$ cat src/rtl/clk_period_meter.sv
// clk_period_meter
//   Measures a slow clock or strobe with the fast system clock. sig_in is
//   synchronised, its edges are detected, and the meter reports the period and
//   high time in in_clk cycles. It also flags a stable frequency (locked) and a
//   stopped input (timeout).
//
// Ports
//   in_clk      system clock; all logic is on its rising edge
//   reset       asynchronous active-low reset
//   enable      1 = measure, 0 = return to IDLE (synchronous)
//   sig_in      asynchronous signal under measurement
//   period      last measured period, in in_clk cycles
//   high_time   high time of the last measured period, in in_clk cycles
//   meas_valid  one-cycle pulse when period/high_time update
//   locked      LOCK_COUNT consecutive periods within TOL of their predecessor
//   timeout     no rising edge for TIMEOUT cycles while measuring
module clk_period_meter #(
  parameter int unsigned CNT_W       = 16,
  parameter int unsigned SYNC_STAGES = 2,
  parameter int unsigned TIMEOUT     = 50000,
  parameter int unsigned LOCK_COUNT  = 4,
  parameter int unsigned TOL         = 1
) (
  input  logic             in_clk,
  input  logic             reset,
  input  logic             enable,
  input  logic             sig_in,
  output logic [CNT_W-1:0] period,
  output logic [CNT_W-1:0] high_time,
  output logic             meas_valid,
  output logic             locked,
  output logic             timeout
);

  typedef enum logic [1:0] {
    IDLE,
    ARMED,
    RUN,
    STALL
  } state_t;

  localparam int unsigned       MATCH_W   = $clog2(LOCK_COUNT + 1);
  localparam logic [CNT_W-1:0]  TIMEOUT_C = CNT_W'(TIMEOUT);
  localparam logic [CNT_W-1:0]  TOL_C     = CNT_W'(TOL);
  localparam logic [MATCH_W-1:0] LOCK_C   = MATCH_W'(LOCK_COUNT);

  state_t               state;
  logic [SYNC_STAGES-1:0] sync_q;
  logic                 prev_q;
  logic                 s;
  logic                 rise;
  logic                 fall;
  logic [CNT_W-1:0]     cnt;
  logic [CNT_W-1:0]     high_shadow;
  logic [CNT_W-1:0]     diff;
  logic                 in_tol;
  logic [MATCH_W-1:0]   match_cnt;
  logic [MATCH_W-1:0]   match_inc;

  assign s    = sync_q[SYNC_STAGES-1];
  assign rise = s & ~prev_q;
  assign fall = ~s & prev_q;

  // Absolute difference between the period being published (cnt at a rise)
  // and the previously published period still held on the output.
  always_comb begin
    diff      = (cnt >= period) ? (cnt - period) : (period - cnt);
    in_tol    = (diff <= TOL_C);
    match_inc = (match_cnt == LOCK_C) ? match_cnt : match_cnt + MATCH_W'(1);
  end

  always_ff @(posedge in_clk or negedge reset) begin
    if (!reset) begin
      sync_q <= '0;
      prev_q <= 1'b0;
      cnt    <= '0;
    end else begin
      sync_q <= {sync_q[SYNC_STAGES-2:0], sig_in};
      prev_q <= s;
      if (rise) begin
        cnt <= CNT_W'(1);
      end else if (cnt != '1) begin
        cnt <= cnt + CNT_W'(1);
      end
    end
  end

  always_ff @(posedge in_clk or negedge reset) begin
    if (!reset) begin
      state       <= IDLE;
      period      <= '0;
      high_time   <= '0;
      high_shadow <= '0;
      meas_valid  <= 1'b0;
      locked      <= 1'b0;
      timeout     <= 1'b0;
      match_cnt   <= '0;
    end else begin
      meas_valid <= 1'b0;
      if (!enable) begin
        state     <= IDLE;
        locked    <= 1'b0;
        timeout   <= 1'b0;
        match_cnt <= '0;
      end else begin
        case (state)
          IDLE: begin
            if (rise) state <= ARMED;
          end
          ARMED: begin
            if (rise) begin
              // First complete period: publish but there is nothing to
              // compare against yet.
              period     <= cnt;
              high_time  <= high_shadow;
              meas_valid <= 1'b1;
              match_cnt  <= '0;
              locked     <= 1'b0;
              state      <= RUN;
            end else begin
              if (fall) high_shadow <= cnt;
              if (cnt == TIMEOUT_C) begin
                state     <= STALL;
                timeout   <= 1'b1;
                locked    <= 1'b0;
                match_cnt <= '0;
              end
            end
          end
          RUN: begin
            if (rise) begin
              period     <= cnt;
              high_time  <= high_shadow;
              meas_valid <= 1'b1;
              if (in_tol) begin
                match_cnt <= match_inc;
                if (match_inc == LOCK_C) locked <= 1'b1;
              end else begin
                match_cnt <= '0;
                locked    <= 1'b0;
              end
            end else begin
              if (fall) high_shadow <= cnt;
              if (cnt == TIMEOUT_C) begin
                state     <= STALL;
                timeout   <= 1'b1;
                locked    <= 1'b0;
                match_cnt <= '0;
              end
            end
          end
          STALL: begin
            if (rise) begin
              state   <= ARMED;
              timeout <= 1'b0;
            end
          end
          default: state <= IDLE;
        endcase
      end
    end
  end

endmodule

$ cat config.mk
export PLATFORM = sky130hd
export DESIGN_NAME = clk_period_meter
export DESIGN_NICKNAME = d
export VERILOG_FILES = /design/src/rtl/clk_period_meter.sv
export SDC_FILE = /design/constraint.sdc
export NUM_CORES = 1
export LEC_CHECK = 0
export ABC_CLOCK_PERIOD_IN_PS = 3650
export CELL_PAD_IN_SITES_DETAIL_PLACEMENT = 0
export CELL_PAD_IN_SITES_GLOBAL_PLACEMENT = 1
export CORE_MARGIN = 2
export CORE_UTILIZATION = 40
export CTS_CLUSTER_SIZE = 10
export DETAILED_ROUTE_END_ITERATION = 12
export GPL_TIMING_DRIVEN = 0
export PLACE_DENSITY_LB_ADDON = 0.1
export SYNTH_ARGS = -nofsm -noshare
export SYNTH_HDL_FRONTEND = slang
export SYNTH_SLANG_ARGS = --single-unit
$ cat constraint.sdc
create_clock -name in_clk -period 3.65 [get_ports in_clk]
set_clock_uncertainty 0.2 [all_clocks]
set_input_delay 0.73 -clock in_clk [delete_from_list [all_inputs] [get_ports in_clk]]
set_output_delay 0.73 -clock in_clk [all_outputs]
set_load 0.01 [all_outputs]
==> results.ini, run 1 <==
[outcome]
outcome=finished clean

[sta]
slew-limit-headroom_pct=26.0
fin_crit_ps=3470
period_share_pct=95.1
worst-slew-pin-transition_ps=1100
fmax_ghz=0.288
setup_violations=0
hold_violations=0
final_max_slew_viol_count=0
holdWs_ps=83.8
rsz0062_at_grt=yes

[die]
die_area_um2=13600
rows=41
core_um2=12500
chipHeight_um=117
ios=39
die_w_um=117
initial_core_util_pct=40.6

[synthesis]
synth_compound_area_share_pct=18.5
synth_top_cell_by_area=dfrtp_1
synth.yosys.seq_area_share_pct=36.9
synth-simple-area-share_pct=16.8
synthTopCellsByArea=dfrtp_1 (37%), ha_1 (9.4%), mux2_2 (7.3%), o21ai_0 (4.1%), nor2_1 (3.4%)
ys.flop_type=dfrtp_1
synth_xor_area_share_pct=4.31
synth_top_family_by_area=compound AO/OA/AOI/OAI gates
synth-seq-cells=75
syn_area_um2=5080
syn_avg_cell_area_um2=9.22
synth_top_area_share_pct=36.9
yosysWarnings=0
synth_edf_count=0
async_flop_share_pct=100
synth_cell_type_count=64
synth_fa_ha_area_share_pct=10.1
synthCells=551
synth_mux_area_share_pct=7.91
syn-num-nets=595

[global_routing]
grtUsageTotal_pct=21.2
grt_pass1_wl_um=22200
gr-total-overflow=0
grt_max_degree=57
grt_pass1_vias=4226
antenna_found_initial=0

[worst_setup_path]
cp_slowest_cell=clkdlybuf4s50_1
critPathMaxFanout=7
slowest_delay_ps=610
required_ps=3700
cp_cell_sequence=clkdlybuf4s50_1 -> nand3_1 -> a2111oi_4 -> o2111ai_2 -> nor4_2 -> nand4_1 -> a2111oi_4 -> buf_4 -> nand4_1 -> a31oi_1
crit_arrival_ps=3520
crit_type=in -> reg
end_kind=register
cp-start-kind=input pin

[clocking]
cts_tree=done
cts_buffer_depth=2
htreeDepth=3
clk_pin_slew_worst_paths_ps=60
hold_buffers=0
insertion_delay_ps=330
ctsRootBufferMaster=clkbuf_16
cts_sinks=75
cts-buffers-inserted=9

[power_and_ir_drop]
p_leak_uw=0.00269
vdd_ir_drop_max_uv=329
powerDensity_nw_per_um2=814

[drt]
via_count=4214
drt_wl_total_um=13600
ant_nets=0
vias_per_cell=5.38
dr.pass1.iters=5
post-route-drc-count=0
dr.first_iter.drc_count=306
drt-wirelength-per-cell_um=17.3

[placed_design]
gp_congestion=0.899
hpwlAfterDp_um=10400
port_buffers=38
place_area_um2=5700

[flow_run]
maxCapViolCount=0

[finish]
final_net_count=651
final.fill_count=1244
insertedDiodeCount=0
drive_above_1_share_pct=17.6
design_area_um2=6230
syn_to_final_growth_pct=22.7

[min_path]
hp-class=in -> async

[placed cells by master (no fill, tap or decap), types with 3 or more instances in the layout]
| cell type | n |
|---|---|
| dfrtp_1 | 69 |
| nor2_1 | 45 |
| nand2_1 | 42 |
| o21ai_0 | 42 |
| inv_1 | 41 |
| clkdlybuf4s50_1 | 37 |
| ha_1 | 34 |
| mux2_2 | 33 |
| a21oi_1 | 26 |
| xnor2_1 | 15 |
| nand4_1 | 14 |
| nor3_1 | 13 |
| nand3_1 | 13 |
| clkbuf_1 | 11 |
| a21o_1 | 10 |
| xor2_1 | 9 |
| clkbuf_16 | 9 |
| buf_4 | 8 |
| a31oi_1 | 8 |
| o21a_1 | 7 |
| buf_2 | 6 |
| dfrtp_2 | 6 |
| nor2b_1 | 5 |
| and3_1 | 5 |
| nand2b_1 | 5 |
| nand3b_1 | 5 |
| and2_1 | 4 |
| o21bai_1 | 4 |
| nor4_1 | 3 |
| a21oi_2 | 3 |
| buf_6 | 3 |
| o211ai_1 | 3 |
| mux2i_1 | 3 |
| o31ai_1 | 3 |
| a221oi_1 | 3 |
| ha_2 | 3 |
| bufinv_16 | 3 |
[report_power, final]
part           switching, uW  internal [uW]
Combinational           1660           1220
Sequential               150            989
Clock                    345            708
[synthesized netlist by cell type, drive strengths merged (13+ instances only)]
cell and number:
a21oi 30, xnor2 15, o21ai 44, nand2 42
ha 38, inv 43, mux2 33, nand3 13
nor2 46, nand4 14, nor3 13, dfrtp 75
[flip-flops by register name (all words and copies together), names as in the netlist]
name	cells
cnt	16
high_shadow	16
high_time	16
locked	1
match_cnt	3
meas_valid	1
period	16
prev_q	1
state	2
sync_q	2
timeout	1
[worst paths after layout]
path / startpoint / endpoint / slack [ps] / cells past startpoint
min reg2reg: sync_q[0]$_DFF_PN0_ / sync_q[1]$_DFF_PN0_ / 150 / 0
min in group in_clk: sync_q[0]$_DFF_PN0_ / sync_q[1]$_DFF_PN0_ / 150 / 0
max reg2reg: period[0]$_DFFE_PN0P_ / match_cnt[0]$_DFFE_PN0P_ / 200 / 14
max: enable / match_cnt[0]$_DFFE_PN0P_ / 180 / 10
max in group asynchronous: reset / high_time[12]$_DFFE_PN0P_ / 2590 / 2
min: reset / high_time[2]$_DFFE_PN0P_ / 80 / 1
[area by class of cell]
| cell class | instances | area (um^2) | area share [%] |
|---|---|---|---|
| timing repair buffer | 45 | 450 | 7.23 |
| buffer | 21 | 113 | 1.81 |
| tap | 172 | 215 | 3.45 |
| clock inverter | 5 | 108 | 1.73 |
| inverter | 43 | 161 | 2.59 |
| multi-input combinational | 412 | 3050 | 48.9 |
| sequential | 75 | 1880 | 30.2 |
| clock buffer | 11 | 253 | 4.05 |
[metal layers]
metal	vias up	global-route usage, %	part of all wire [%]
met3	19	3.32	2.6
met2	70	34.0	48
li1	2087	-	-
met1	2038	29.3	48
met4	0	7.53	1.9
met5	-	0	0
[worst max-delay path, delay by kind of cell]
kind                   cells  cell delay (ps)
and+or+nand+nor            4              850
buffers and inverters      2              810
AOI/OAI and AO/OA          4             1110
[timing repair]
item                       CTS  global route
setup buffers                1             5
pin swaps                    2            10
gates resized for setup      4            27
setup endpoints to repair    4             4
[cells by family after synthesis]
logic type	after synthesis
AO/OA/AOI/OAI	140
XOR/XNOR	25
adder cells (fa/ha/maj)	40
buffers and inverters	64
flip-flops	75
multiplexers	36
AND/OR/NAND/NOR	171
[metrics by stage]
step / instances / utilization (%) / setup WS [ps] / power [uW] / setup TNS (ps)
after floorplan: 551 / - / 386 / 3020 / 0
after global placement: 761 / 45.3 / -1040 / 3800 / -78380
after detailed placement: 762 / 45.5 / -372 / 3820 / -1250
after CTS: 779 / 48.6 / 13.6 / 4920 / 0
after global routing: 784 / 49.8 / -50.7 / 5440 / -50.7
final: 784 / 49.8 / 180 / 5080 / 0
Power figures use the tool's default switching activity.
==> run 2: changes to the inputs <==
--- a/config.mk
+++ b/config.mk
@@ -8,12 +8,14 @@
 export ABC_CLOCK_PERIOD_IN_PS = 3650
 export CELL_PAD_IN_SITES_DETAIL_PLACEMENT = 0
 export CELL_PAD_IN_SITES_GLOBAL_PLACEMENT = 1
+export CORE_ASPECT_RATIO = 0.6
 export CORE_MARGIN = 2
 export CORE_UTILIZATION = 40
+export CTS_BUF_LIST = sky130_fd_sc_hd__clkbuf_8
 export CTS_CLUSTER_SIZE = 10
 export DETAILED_ROUTE_END_ITERATION = 12
 export GPL_TIMING_DRIVEN = 0
-export PLACE_DENSITY_LB_ADDON = 0.1
+export PLACE_DENSITY_LB_ADDON = 0.25
 export SYNTH_ARGS = -nofsm -noshare
 export SYNTH_HDL_FRONTEND = slang
 export SYNTH_SLANG_ARGS = --single-unit
==> run 2 against run 1 <==
  * Utilization rose by 0.86 points
  * Sequential power is essentially flat
  * Via count up 3.3%
  * Sequential share of layout area increased by 0.17 points
  * Clock power shrank 31%
  * Clock-buffer cell count unchanged
  * Critical path type is now reg -> reg
  * Largest cell class unchanged
  * Highest routed layer unchanged
==> results.ini, run 2 (same netlist as run 1, synthesis figures left out) <==
[outcome]
outcome=finished clean

[sta]
finalSetupTns_ps=0  ; unchanged
fmax_ghz=0.282  ; -2.1%
setup_violations=0  ; unchanged
worst-slew-pin-transition_ps=918  ; -184 ps
fin_crit_ps=3550  ; +76.1 ps
slew-limit-headroom_pct=38.3  ; +12 points
hold_violations=0  ; unchanged
final_max_slew_viol_count=0  ; unchanged
rsz0062_at_grt=yes
period_share_pct=97.2  ; +2.1 points
setup_ws_ps=104  ; -76.1 ps

[min_path]
worstHoldPathCells=0
min-delay-start=sync_q[0]$_DFF_PN0_
hp-class=reg -> reg

[drt]
drt_wl_total_um=13900  ; +2.1%
dr.pass1.iters=5  ; unchanged
via_count=4351  ; +3.3%
ant_nets=0  ; unchanged
post-route-drc-count=0  ; unchanged
drt-wirelength-per-cell_um=17.8  ; +2.7%
dr.first_iter.drc_count=382  ; +25%
vias_per_cell=5.58  ; +3.8%

[global_routing]
grt_max_degree=67  ; +18%
grtUsageTotal_pct=21.0  ; -0.22 points
gr-total-overflow=0  ; unchanged
antenna_found_initial=0  ; unchanged
grt_pass1_wl_um=22100  ; -0.43%
grt_pass1_vias=4134  ; -2.2%

[placed_design]
hpwlAfterDp_um=10700  ; +3.1%
pre_cts_ws_ps=-529  ; -158 ps
port_buffers=38  ; unchanged
gp_congestion=0.927  ; +3.1%
placed_cells=755  ; -0.92%

[finish]
insertedDiodeCount=0  ; unchanged
drive_above_1_share_pct=18.9  ; +1.2 points
syn_to_final_growth_pct=21.8
final_util_pct=50.7  ; +0.86 points
final_net_count=654  ; +0.46%
mostFrequentLayoutCells=dfrtp_1 (71), nor2_1 (45), nand2_1 (42), inv_1 (41), o21ai_0 (41)
layout_commonest_cell=dfrtp_1
layout.cells.non_filler=780  ; -0.51%

[power_and_ir_drop]
vdd_ir_drop_max_uv=429  ; +30%
power.internal_uw=2650  ; -9.1%
power_uw=4920  ; -3.0%
powerDensity_nw_per_um2=795  ; -2.3%
p_comb_share_pct=62.0  ; +5.2 points
p_sw_uw=2270  ; +5.3%
swShare_pct=46.1  ; +3.6 points
p_seq_share_pct=23.3  ; +0.9 points
p_leak_uw=0.00265  ; -1.5%
clkPwrFrac_pct=14.7  ; -6.0 points

[clocking]
insertion_delay_ps=350  ; +20 ps
cts_tree=done
htreeDepth=3  ; unchanged
cts_buffer_depth=2  ; unchanged
cts-buffers-inserted=9  ; unchanged
ctsRootBufferMaster=clkbuf_8
clk_pin_slew_worst_paths_ps=70  ; about the same
cts_sinks=75  ; unchanged

[worst_setup_path]
required_ps=3730  ; +30 ps
cp-startpoint=period[0]$_DFFE_PN0P_
critPathMaxFanout=7  ; unchanged
r2r_start=period[0]$_DFFE_PN0P_
crit_arrival_ps=3630  ; +110 ps
crit_type=reg -> reg
r2r_cells=14  ; unchanged
cp-start-kind=register
end_kind=register
reg2reg_slack_ps=100  ; -100 ps

[flow_run]
maxCapViolCount=0  ; unchanged

[die]
core_um2=12200  ; -2.4%
die_w_um=149  ; +28%
rows=31  ; -24%
initial_core_util_pct=41.6  ; +0.99 points
ios=39  ; unchanged
die_area_um2=13600  ; +0.22%
chipHeight_um=91.3  ; -22%

## run 2: routing by layer
layer,part of all wire [%],track usage [%]
met1,53,33.5
met2,40,27.5
met3,6.7,6.13
met4,0.48,4.05
met5,0,0
## run 2: final cells by class
cell class                 instances  area, um^2
clock buffer                      11         151
clock inverter                     5        76.3
inverter                          43         161
multi-input combinational        412        3120
tap                              165         206
timing repair buffer              48         479
sequential                        75        1880
fill                            1174        6030
buffer                            21         118
## run 2: critical path, cell delays in order (launching register included)
cell	delay (ps)
dfrtp_1	410
inv_2	90
ha_4	140
inv_2	30
fa_2	360
xor2_2	160
a211o_1	300
a2111oi_4	230
o2111ai_2	190
nor4_4	280
nand4_1	220
a2111oi_4	410
buf_6	190
nand4_1	100
a31oi_1	140
## run 2: metrics by stage
step	instance area [um^2]	hold slack, ps
floorplan	5080	131
global placement	5670	133
detailed placement	5690	145
CTS	5970	163
global route	6190	169
finish	6190	159
## run 2: path summary, 6_finish.rpt
kind	to
worst min register to register	sync_q[1]$_DFF_PN0_
worst max-delay path	match_cnt[0]$_DFFE_PN0P_
worst max register to register	match_cnt[0]$_DFFE_PN0P_
min in group asynchronous	high_time[12]$_DFFE_PN0P_
worst min-delay path	sync_q[1]$_DFF_PN0_
max in group asynchronous	cnt[1]$_DFFE_PN0P_
## run 2: timing repair
item / in CTS / in global routing
pin swaps: 3 / 10
setup endpoints to repair: 4 / 4
gates cloned: 0 / 0
buffers inserted: 2 / 6
resized for setup: 6 / 40
hold buffers: 1 / 0
hold endpoints to repair: 9 / 0
## run 2: power groups by stage
| stage | combinational (uW) | sequential, uW | clock [uW] |
|---|---|---|---|
| 2_1_floorplan | 1860 | 1160 | 0 |
| 3_3_place_gp | 2680 | 1160 | 0 |
| 3_5_place_dp | 2690 | 1160 | 0 |
| 4_1_cts | 2740 | 1150 | 742 |
| 5_1_grt | 3310 | 1170 | 779 |
| 6_report | 3050 | 1150 | 723 |
==> run 3: changes to the inputs <==
--- a/config.mk
+++ b/config.mk
@@ -6,6 +6,7 @@
 export NUM_CORES = 1
 export LEC_CHECK = 0
 export ABC_CLOCK_PERIOD_IN_PS = 3650
+export CAP_MARGIN = 40
 export CELL_PAD_IN_SITES_DETAIL_PLACEMENT = 0
 export CELL_PAD_IN_SITES_GLOBAL_PLACEMENT = 1
 export CORE_ASPECT_RATIO = 0.6
@@ -15,7 +16,8 @@
 export CTS_CLUSTER_SIZE = 10
 export DETAILED_ROUTE_END_ITERATION = 12
 export GPL_TIMING_DRIVEN = 0
-export PLACE_DENSITY_LB_ADDON = 0.25
+export PLACE_DENSITY_LB_ADDON = 0.12
+export SLEW_MARGIN = 20
 export SYNTH_ARGS = -nofsm -noshare
 export SYNTH_HDL_FRONTEND = slang
 export SYNTH_SLANG_ARGS = --single-unit
==> run 3 against run 2 <==
  * Setup slack worse by 98 ps
  * Clock-buffer cell count decreased by 2
  * Total power decreased by 0.19%
  * Non-clock buffer count shrank 1
  * Maximum frequency down 2.7%
  * Cell count is 0.26% lower
  * Via count grew 0.94%
  * Sequential power barely moved
  * Combinational power fell by 2%
  * Critical path type unchanged
  * Hold slack worse by 43 ps
  * Sequential cell count unchanged
  * Critical endpoint is now match_cnt[2]$_DFFE_PN0P_
==> results.ini, run 3 (same netlist as run 1, synthesis figures left out) <==
[drt]
ant_nets=0  ; unchanged
vias_per_cell=5.65  ; +1.2%
dr.first_iter.drc_count=279  ; -27%
dr.pass1.iters=5  ; unchanged
drt-wirelength-per-cell_um=18.2  ; +2.2%
drt_wl_total_um=14200  ; +1.9%
post-route-drc-count=0  ; unchanged
via_count=4392  ; +0.94%

[clocking]
cts_tree=done
ctsRootBufferMaster=clkbuf_8
clk_pin_slew_worst_paths_ps=80  ; about the same
cts_buffer_depth=2  ; unchanged
cts-buffers-inserted=9  ; unchanged
cts_sinks=75  ; unchanged
htreeDepth=3  ; unchanged
hold_buffers=0  ; -1
insertion_delay_ps=360  ; about the same

[die]
rows=31  ; unchanged
ios=39  ; unchanged
core_um2=12200  ; unchanged
initial_core_util_pct=41.6  ; unchanged
die_w_um=149  ; unchanged
chipHeight_um=91.3  ; unchanged
die_area_um2=13600  ; unchanged

[global_routing]
grt.met2_usage_pct=27.4  ; -0.076 points
grt_max_degree=47  ; -30%
grt_pass1_wl_um=23000  ; +3.9%
grt_util_met3_pct=5.73  ; -0.40 points
grt_pass1_vias=4127  ; -0.17%
antenna_found_initial=0  ; unchanged
met1_usage_pct=36.2  ; +2.8 points
grtUsageTotal_pct=21.8  ; +0.78 points
gr-total-overflow=0  ; unchanged
grt-busiest-layer=met1

[flow_run]
maxCapViolCount=0  ; unchanged

[finish]
syn_to_final_growth_pct=20.4
layout_commonest_cell=dfrtp_1
design_area_um2=6120  ; -1.2%
final_net_count=653  ; -0.15%
final.fill_count=1161  ; -1.1%
mostFrequentLayoutCells=dfrtp_1 (73), nor2_1 (45), nand2_1 (42), o21ai_0 (42), inv_1 (41)
drive_above_1_share_pct=16.6  ; -2.2 points
insertedDiodeCount=0  ; unchanged

[power_and_ir_drop]
power_uw=4910  ; -0.19%
p_seq_share_pct=23.4  ; about the same
p_comb_share_pct=60.9  ; -1.1 points
swShare_pct=45.7  ; -0.47 points
vdd_ir_drop_max_uv=361  ; -16%
clkPwrFrac_pct=15.7  ; +1.0 points
power.internal_uw=2670  ; +0.68%
powerDensity_nw_per_um2=803  ; +1.0%
p_leak_uw=0.00264  ; -0.20%
p_sw_uw=2240  ; -1.2%

[placed_design]
place_area_um2=5700  ; about the same
hpwlAfterDp_um=10800  ; +1.0%
gp_congestion=0.921  ; -0.69%
port_buffers=38  ; unchanged

[worst_setup_path]
crit_type=reg -> reg
slowest_delay_ps=420  ; about the same
path_buf_inv=3  ; unchanged
crit_arrival_ps=3730  ; +100 ps
cp_top_family=compound AO/OA/AOI/OAI gates
cp-start-kind=register
required_ps=3740  ; about the same
critPathMaxFanout=7  ; unchanged
cp_cell_sequence=inv_2 -> ha_4 -> inv_2 -> fa_2 -> xor2_4 -> a211o_1 -> a2111oi_4 -> o2111ai_2 -> nor4_4 -> nand4_1 -> a2111oi_4 -> buf_6 -> nand3_1 -> a21oi_2
end_kind=register
cp_slowest_cell=dfrtp_1

[sta]
rsz0062_at_grt=yes
worst-slew-pin-transition_ps=750  ; -168 ps
hold_violations=0  ; unchanged
period_share_pct=99.8  ; +2.7 points
slew-limit-headroom_pct=49.5  ; +11 points
setup_violations=0  ; unchanged
fin_crit_ps=3640  ; +97.6 ps
fmax_ghz=0.274  ; -2.7%
finalSetupTns_ps=0  ; unchanged
final_max_slew_viol_count=0  ; unchanged

[outcome]
outcome=finished clean

[min_path]
hp-class=in -> async

[run 3: layout make-up]
cell class                      count  area, um^2  area share (%)
Timing Repair Buffer               47         467            7.63
Sequential cell                    75        1880            30.7
Buffer                             21         113            1.84
Inverter                           43         161            2.64
Multi-Input combinational cell    412        3050            49.9
Tap cell                          165         206            3.38
Clock inverter                      6         114            1.86
Clock buffer                        9         124            2.03
[run 3: routing by layer]
layer,part of all wire [%],wire length [um]
met4,0.33,46
met5,0,0
met3,6.2,874
met1,56,7880
met2,38,5350
[run 3: path summary, 6_finish.rpt]
check                                      start                           to  slack (ps)  cells past startpoint
max in group asynchronous                  reset           cnt[0]$_DFFE_PN0P_        2540                      2
min in group in_clk          sync_q[0]$_DFF_PN0_          sync_q[1]$_DFF_PN0_         150                      0
setup / recovery           period[0]$_DFFE_PN0P_     match_cnt[2]$_DFFE_PN0P_           6                     14
setup reg to reg           period[0]$_DFFE_PN0P_     match_cnt[2]$_DFFE_PN0P_           6                     14
hold reg to reg              sync_q[0]$_DFF_PN0_          sync_q[1]$_DFF_PN0_         150                      0
hold / removal                             reset  high_shadow[15]$_DFFE_PN0P_         120                      1
[run 3: power by group through the flow]
stage / Combinational [uW] / Sequential [uW] / Clock [uW]
global placement: 2690 / 1150 / 0
CTS: 2760 / 1150 / 790
finish: 2990 / 1150 / 772
global route: 3250 / 1180 / 831
floorplan: 1860 / 1160 / 0
detailed placement: 2700 / 1160 / 0
[run 3: through the flow]
step	util [%]	hold WS (ps)	setup WS [ps]	cells
3_3_place_gp	46.4	134	-1040	754
2_1_floorplan	-	131	386	551
5_1_grt	50.1	119	-170	778
4_1_cts	49.0	112	5.69	773
3_5_place_dp	46.6	136	-423	756
6_report	50.1	116	5.91	778
[run 3: repair_timing]
| item | 4_1_cts | 5_1_grt |
|---|---|---|
| pin swaps | 4 | 13 |
| gates resized for setup | 8 | 17 |
| endpoints found under the setup margin | 4 | 4 |
| setup buffers | 2 | 5 |
